$ cat src/rtl/booth_sat_fixmul.sv
// Iterative radix-2 Booth signed multiplier with a Q(WHOLE).(FRAC) truncating,
// saturating output stage. One Booth step per clock, arm/fin request handshake.
module booth_sat_fixmul #(
    parameter int A1_LEN    = 64,
    parameter int A2_LEN    = 64,
    parameter int A2LEN_SIZ = 7,
    parameter int WHOLE     = 21,
    parameter int FRAC      = 43
) (
    input  logic                       clk,
    input  logic                       rst,
    input  logic                       arm,
    input  logic [A1_LEN-1:0]          a1,
    input  logic [A2_LEN-1:0]          a2,
    output logic                       fin,
    output logic [A1_LEN+A2_LEN-1:0]   outn,
    output logic [A1_LEN-1:0]          out_sat
);
    localparam int PW = A1_LEN + A2_LEN;
    localparam int TW = PW - FRAC;

    // Handshake: arm is a level request held until fin is seen; fin stays high
    // while arm stays high and drops on the first edge that sees arm low.
    typedef enum logic [1:0] {IDLE, BUSY, DONE} state_t;
    state_t state;

    logic [A1_LEN-1:0]    mcand;
    logic [A1_LEN:0]      acc_hi;   // one guard bit so subtracting -2^(A1_LEN-1) cannot overflow
    logic [A2_LEN-1:0]    q;
    logic                 q_m1;
    logic [A2LEN_SIZ-1:0] cnt;

    logic [A1_LEN:0] mcand_ext;
    logic [A1_LEN:0] sum;

    assign mcand_ext = {mcand[A1_LEN-1], mcand};

    always_comb begin
        sum = acc_hi;
        case ({q[0], q_m1})
            2'b01:   sum = acc_hi + mcand_ext;
            2'b10:   sum = acc_hi - mcand_ext;
            default: sum = acc_hi;
        endcase
    end

    always_ff @(posedge clk or posedge rst) begin
        if (rst) begin
            state  <= IDLE;
            fin    <= 1'b0;
            outn   <= '0;
            mcand  <= '0;
            acc_hi <= '0;
            q      <= '0;
            q_m1   <= 1'b0;
            cnt    <= '0;
        end else begin
            case (state)
                IDLE: begin
                    fin <= 1'b0;
                    if (arm) begin
                        mcand  <= a1;
                        q      <= a2;
                        q_m1   <= 1'b0;
                        acc_hi <= '0;
                        cnt    <= '0;
                        state  <= BUSY;
                    end
                end
                BUSY: begin
                    if (!arm) begin
                        state <= IDLE;
                    end else if (cnt == A2LEN_SIZ'(A2_LEN)) begin
                        // The product always fits PW bits, so the guard bit is dropped.
                        outn  <= {acc_hi[A1_LEN-1:0], q};
                        fin   <= 1'b1;
                        state <= DONE;
                    end else begin
                        acc_hi <= {sum[A1_LEN], sum[A1_LEN:1]};
                        q      <= {sum[0], q[A2_LEN-1:1]};
                        q_m1   <= q[0];
                        cnt    <= cnt + 1'b1;
                    end
                end
                DONE: begin
                    if (!arm) begin
                        fin   <= 1'b0;
                        state <= IDLE;
                    end
                end
                default: begin
                    fin   <= 1'b0;
                    state <= IDLE;
                end
            endcase
        end
    end

    // Dropping the low FRAC bits of outn is an arithmetic shift right with
    // truncation toward -inf; the result fits when the top WHOLE+1 bits agree.
    logic [TW-1:0]    t;
    logic [WHOLE:0]   t_top;
    logic             t_fits;

    assign t      = outn[PW-1:FRAC];
    assign t_top  = t[TW-1 -: WHOLE+1];
    assign t_fits = (&t_top) | ~(|t_top);

    always_comb begin
        if (t_fits)
            out_sat = t[A1_LEN-1:0];
        else if (t[TW-1])
            out_sat = {1'b1, {(A1_LEN-1){1'b0}}};
        else
            out_sat = {1'b0, {(A1_LEN-1){1'b1}}};
    end

endmodule

$ cat config.mk
export PLATFORM = sky130hd
export DESIGN_NAME = booth_sat_fixmul
export DESIGN_NICKNAME = d
export VERILOG_FILES = /design/src/rtl/booth_sat_fixmul.sv
export SDC_FILE = /design/constraint.sdc
export NUM_CORES = 1
export LEC_CHECK = 0
export CAP_MARGIN = 20
export CORE_ASPECT_RATIO = 0.5
export CORE_MARGIN = 3
export CORE_UTILIZATION = 40
export CTS_CLUSTER_DIAMETER = 60
export CTS_CLUSTER_SIZE = 30
export DETAILED_ROUTE_END_ITERATION = 12
export GPL_TIMING_DRIVEN = 0
export HOLD_SLACK_MARGIN = 0.06
export SYNTH_ARGS = -nofsm -noshare
export SYNTH_HDL_FRONTEND = slang
export SYNTH_SLANG_ARGS = --single-unit
$ cat constraint.sdc
create_clock -name clk -period 15.65 [get_ports clk]
set_clock_uncertainty 0.2 [all_clocks]
set_input_delay 3.13 -clock clk [delete_from_list [all_inputs] [get_ports clk]]
set_output_delay 3.13 -clock clk [all_outputs]
set_load 0.05 [all_outputs]
==> results.yml, run 1 <==
outcome:
  status: "completed"
power_and_ir_drop:
  p_leak_nw: 11.0
  p_total_mw: 3.35
  power.density_nw_per_um2: 140
  ir_worst_vdd_mv: 0.0730
die:
  core_um2: 45800
  ios: 324
  die_area_um2: 49900
  die_y_um: 159
  die_x_um: 313
  rows: 55
  start_util: 0.411
final_layout:
  nFillCells: 4334
  areaGrowthSynthToFinish_pct: 26.5
  multi_input_area_um2: 9880
  regArea_um2: 8280
  layout.cells.non_filler: 2931
  layout-drive-gt1-share: 0.109
  final_net_count: 2484
clocking:
  cts.sinks: 331
  cts-buffers-inserted: 22
  cts_setup_buffers: 0
  path_clk_slew_ns: 0.10
  cts_hold_buf: 0
  clock_latency_ns: 0.56
  cts_tree: "done"
  cts_root_buf: "clkbuf_16"
  cts_resized: 0
  h-tree-depth: 1
  clk_path_buf_depth: 3
critical_path:
  critPathCaptureType: "primary output"
  worstSetupPathType: "register to primary output"
  cp-start-kind: "register"
  ff2ff_setup_slack_ns: 9.66
  cp_max_fo: 10
  reg2reg_to: "acc_hi[61]"
  worstSetupEndpoint: "out_sat[5]"
  cp.arrival_ns: 4.40
  r2r_start: "q[0]"
  crit_required_ns: 12.32
  crit_start: "outn[127]"
  r2r_cells: 17
logic_synthesis:
  ys_ff_latch: 331
  synth_area_um2: 18800
  synth.area.top_cells: "dfrtp_1 (44%), mux2_2 (11%), ha_1 (4.5%)"
  netlist.area_leader.share: 0.440
  ys_warn_count: 0
  ys.flop_type: "dfrtp_1"
  ys_seq_area_frac: 0.440
  netlist_instances: 1933
  synth_edf_count: 0
  ys_types: 66
  syn_nets: 2133
  synth_area_per_cell_um2: 9.75
  synth_top_area_cell: "dfrtp_1"
  synth-async-reset-ratio: 1.00
global_routing:
  grt_first_pass_wirelength_um: 94500
  grt_max_degree: 124
  antenna_found_initial: 5
  grt_usage: 0.239
  grt_overflow: 0
  grt_pass1_vias: 15800
detailed_routing:
  post_drt_wl_per_cell_um: 20.9
  drc: 0
  vias: 16300
  firstDrtPassIters: 6
  ant_nets: 0
  drt-total-wl_um: 61200
  vias_per_cell: 5.55
  drt_iter0_markers: 1565
placement:
  gp_congestion: 0.895
  dp_hpwl_um: 47700
  placed_cells: 2887
  port_buffers: 323
timing:
  rsz0062_at_grt: "false"
  holdWs_ns: 0.312
  fmax_mhz: 129
  setup_viol_count_final: 0
  post-route-min-period_ns: 7.73
  tightest_slew_ns: 1.08
  drv_slew: 0
  hold_viol_final: 0
  relSlewSlack: 0.278
  post-route-period-util: 0.494
worst_hold_path:
  hold_path.class: "register to register"
flow_run:
  max_cap_violations: 0
==> worst min path at each step <==
stage	start	endpoint	slack, ns	cells after the start
4_1_cts	outn[28]	outn[28]	0.31	1
5_1_grt	outn[8]	outn[8]	0.33	1
3_3_place_gp	outn[7]	outn[7]	0.29	1
3_5_place_dp	outn[30]	outn[30]	0.29	1
6_report	outn[8]	outn[8]	0.31	1
2_1_floorplan	cnt[0]	cnt[0]	0.29	1
==> cells in the mapped netlist, types with 8 or more instances <==
| cell | count |
|---|---|
| xnor2_1 | 93 |
| nand4_1 | 23 |
| nor2b_1 | 9 |
| o21bai_1 | 12 |
| a211oi_1 | 9 |
| or4_1 | 8 |
| nor2_1 | 138 |
| a21o_1 | 102 |
| nand2_1 | 188 |
| a31oi_1 | 54 |
| clkbuf_1 | 99 |
| mux2_2 | 180 |
| inv_1 | 66 |
| and2_1 | 9 |
| o21a_1 | 9 |
| a222oi_1 | 30 |
| buf_1 | 10 |
| dfrtp_1 | 331 |
| or3_1 | 11 |
| a21oi_1 | 129 |
| and3_1 | 13 |
| ha_1 | 68 |
| nor3_1 | 29 |
| nor4_1 | 18 |
| a22oi_1 | 34 |
| o21ai_0 | 118 |
| nand3_1 | 18 |
| xor2_1 | 29 |
| a22o_1 | 10 |
| nand2b_1 | 12 |
==> layer usage <==
metal	GRT usage	wire, um	part of all wire	vias up
met3	0.0325	2730	0.045	76
met1	0.343	28900	0.47	8115
met2	0.384	28500	0.46	371
met5	0	0	0	-
met4	0.0576	1200	0.020	0
li1	-	-	-	7692
==> critical path, cell delays in order, from the launching register on <==
cell and delay, ns:
dfrtp_1 0.50, nor4_1 0.61, nand4_1 0.14, or4_1 0.43, o21ai_2 0.48, nor2_2 0.25, buf_6 0.23, clkbuf_1 0.23
a21o_1 0.23, clkdlybuf4s50_1 0.71
==> per-stage QoR <==
stage / setup WS, ns / instance area (um2) / util / setup TNS [ns]
floorplan: 3.15 / 18800 / - / 0
global placement: -1.39 / 22900 / 0.499 / -438.92
finish: 7.92 / 23800 / 0.520 / 0
detailed placement: 8.49 / 23000 / 0.501 / 0
CTS: 7.85 / 23800 / 0.520 / 0
global route: 7.79 / 23800 / 0.520 / 0
==> kinds of logic (layout without fill, tap and decap cells) <==
| kind of cell | after synthesis | after routing | synth area share |
|---|---|---|---|
| other | 0 | 5 | 0 |
| buffers and inverters | 180 | 546 | 0.0361 |
| DFF | 331 | 331 | 0.440 |
| AOI/OAI and AO/OA | 555 | 555 | 0.193 |
| and+or+nand+nor | 491 | 491 | 0.119 |
| muxes | 185 | 185 | 0.110 |
| adders and majority gates | 69 | 69 | 0.0462 |
| xor gates and xnor gates | 122 | 122 | 0.0567 |
==> state kept, by name (all words and copies together) (netlist names) <==
register and count:
q_m1 1, outn 128, q 64, state 2, mcand 64, cnt 7, fin 1, acc_hi 64
==> layout make-up <==
cell class              instances  share of cell area
well taps                     627              0.0329
multi-input cells            1422               0.415
repair buffers                327               0.139
inverters                      67              0.0109
flip-flops and latches        331               0.348
diodes                          5            0.000525
plain buffers                 113              0.0180
clock inverters                16              0.0123
clock buffers                  23              0.0241
==> layout by cell type (no fill, tap or decap), drive strengths merged, types with 10 or more instances in the layout <==
| cell type | instances |
|---|---|
| inv | 75 |
| buf | 18 |
| ha | 68 |
| a31oi | 54 |
| nor3 | 31 |
| o21ai | 122 |
| xor2 | 29 |
| nand2 | 188 |
| mux2 | 180 |
| clkbuf | 122 |
| clkdlybuf4s50 | 323 |
| a22o | 10 |
| and3 | 13 |
| nand3 | 19 |
| or3 | 11 |
| nor4 | 18 |
| a21o | 102 |
| dfrtp | 331 |
| a222oi | 30 |
| nor2 | 138 |
| xnor2 | 93 |
| nand4 | 23 |
| o21bai | 12 |
| a21oi | 130 |
| nand2b | 12 |
| a22oi | 34 |
==> power by group <==
part	internal, mW	switching, mW
clock network	0.333	0.373
logic	0.608	0.894
registers	0.979	0.161
total	1.92	1.43
No activity file was read; power rests on OpenSTA's default activity.
==> inputs of run 2 (changes only) <==
- PLACE_DENSITY: unset -> 0.66
- clock period: 15.65 -> 6.29 ns (I/O delays scaled with it)
==> results.yml, run 2 (synthesis results as in run 1) <==
die:
  start_util: 0.411
  die_x_um: 313
  core_um2: 45800
  die_y_um: 159
  die_area_um2: 49900
  ios: 324
  rows: 55
detailed_routing:
  vias: 16400
  drt-total-wl_um: 60100
  drt_iter0_markers: 1553
  vias_per_cell: 5.59
  ant_nets: 0
  drc: 0
  firstDrtPassIters: 6
  post_drt_wl_per_cell_um: 20.5
critical_path:
  worstSetupPathType: "register to primary output"
  cpMostUsedCell: "buf_6"
  crit_start: "outn[123]"
  max_stage_delay_ns: 0.73
  crit_family: "buffers and inverters"
  crit_buf_inv: 4
  r2r_cells: 18
  reg2reg_to: "acc_hi[58]"
  worstSetupEndpoint: "out_sat[33]"
  cp.arrival_ns: 4.61
  cp-start-kind: "register"
  ff2ff_setup_slack_ns: 0.27
  cp_max_fo: 10
  crit_required_ns: 4.83
  crit_chain: "nor4_2 -> nand4_1 -> or4_1 -> o21ai_2 -> buf_6 -> nor2_1 -> buf_6 -> clkbuf_1 -> a21o_1 -> clkdlybuf4s50_1"
  critPathCaptureType: "primary output"
  cp.depth: 10
  slowest_stage: "clkdlybuf4s50_1"
  r2r_start: "q_m1"
timing:
  post-route-min-period_ns: 6.07
  hold_viol_final: 0
  drv_slew: 0
  relSlewSlack: 0.356
  setup_viol_count_final: 0
  rsz0062_at_grt: "false"
  post-route-period-util: 0.965
  tightest_slew_ns: 0.966
  fmax_mhz: 165
clocking:
  cts-buffers-inserted: 23
  path_clk_slew_ns: 0.10
  cts_tree: "done"
  cts_hold_buf: 0
  clk_path_buf_depth: 3
  cts_root_buf: "clkbuf_16"
  h-tree-depth: 1
  cts_setup_buffers: 0
  cts.sinks: 331
  clock_latency_ns: 0.58
final_layout:
  areaGrowthSynthToFinish_pct: 27.3
  nFillCells: 4300
  final_common_cell: "dfrtp_1"
  layout.cells.non_filler: 2936
  final_net_count: 2491
  final_cell_mix: "dfrtp_1 (331), clkdlybuf4s50_1 (323), nand2_1 (188)"
  largest_register_ffs: 128
  stdcell_area_um2: 24000
  layout-drive-gt1-share: 0.113
  fin_util: 0.523
  multi_input_area_um2: 9890
  top_register: "outn"
  regArea_um2: 8280
global_routing:
  antenna_found_initial: 2
  grt_pass1_vias: 15700
  met2_usage: 0.368
  grt_max_degree: 43
  busiest_layer: "met2"
  gr-usage-met3: 0.0269
  grt_first_pass_wirelength_um: 93500
  grt_overflow: 0
  grt_usage: 0.235
  grtUsageMet1: 0.353
placement:
  port_buffers: 323
  gp_congestion: 0.939
  dp_hpwl_um: 46800
  place_area_um2: 23000
  placed_cells: 2893
power_and_ir_drop:
  seqPwrFrac: 0.339
  power_frac_comb: 0.449
  p_switching_mw: 3.61
  ir_worst_vdd_mv: 0.171
  p_total_mw: 8.35
  intPower_mw: 4.74
  clkPwrFrac: 0.211
  p_leak_nw: 11.1
  power.density_nw_per_um2: 348
  sw_frac_of_total: 0.432
outcome:
  status: "completed"
flow_run:
  max_cap_violations: 0
worst_hold_path:
  hold_path.class: "register to register"
-- run 2: cell count changes in the layout (fill, tap and decap cells not counted), moves of 3 or more --
cell / delta
clkinv_16: +5
buf_12: +8
diode_2: -4
inv_12: -3
-- run 2: final cells by class --
cell class	instances	share of cell area
clock buffer	24	0.0242
clock inverter	18	0.0141
antenna	1	0.000104
multi-input combinational	1422	0.412
timing repair buffer	333	0.142
sequential	331	0.345
inverter	67	0.0106
tap	627	0.0327
buffer	113	0.0183
-- run 2: timing repair --
| item | 4_1_cts | 5_1_grt |
|---|---|---|
| setup endpoints to repair | 10 | 4 |
| hold endpoints to repair | 0 | 0 |
| resized for setup | 1 | 5 |
-- run 2: worst register-to-register path, cell delays in order (launching register included) --
cell             delay [ns]
dfrtp_1                0.38
inv_1                  0.07
ha_1                   0.32
clkbuf_2               0.41
clkdlybuf4s15_1        0.72
nor2_1                 0.14
xnor2_1                0.43
ha_1                   0.19
buf_2                  0.18
nand3_2                0.15
or4_1                  0.57
or2_1                  0.28
a311oi_2               0.43
nor3_1                 0.24
o21ai_1                0.29
nand2_1                0.22
o311ai_1               0.37
xnor2_1                0.16
o21ai_0                0.10
-- run 2: layer usage --
layer	part of all wire	wire (um)
met1	0.47	28100
met2	0.46	27500
met3	0.057	3460
met4	0.017	997
met5	0	0
-- run 2: how the worst min path moves through the flow --
| stage | startpoint | to | slack [ns] | cells after the start |
|---|---|---|---|---|
| floorplan | cnt[0] | cnt[0] | 0.29 | 1 |
| global placement | outn[6] | outn[6] | 0.29 | 1 |
| detailed placement | outn[35] | outn[35] | 0.29 | 1 |
| CTS | outn[13] | outn[13] | 0.32 | 1 |
| global route | outn[26] | outn[26] | 0.33 | 1 |
| finish | outn[13] | outn[13] | 0.31 | 1 |
-- run 2: through the flow --
step,TNS [ns],setup slack (ns),hold slack (ns)
after floorplan,0,0.411,0.287
after global placement,-701.24,-2.07,0.287
after detailed placement,0,0.361,0.293
after CTS,0,0.0988,0.316
after global routing,0,0.000364,0.333
final,0,0.222,0.311
-- run 2: power by group through the flow --
stage	combinational [mW]	clock, mW	sequential [mW]
6_report	3.75	1.76	2.83
5_1_grt	4.17	1.89	2.88
4_1_cts	3.68	1.81	2.83
3_5_place_dp	3.65	0	2.88
3_3_place_gp	3.62	0	2.87
2_1_floorplan	2.81	0	2.72
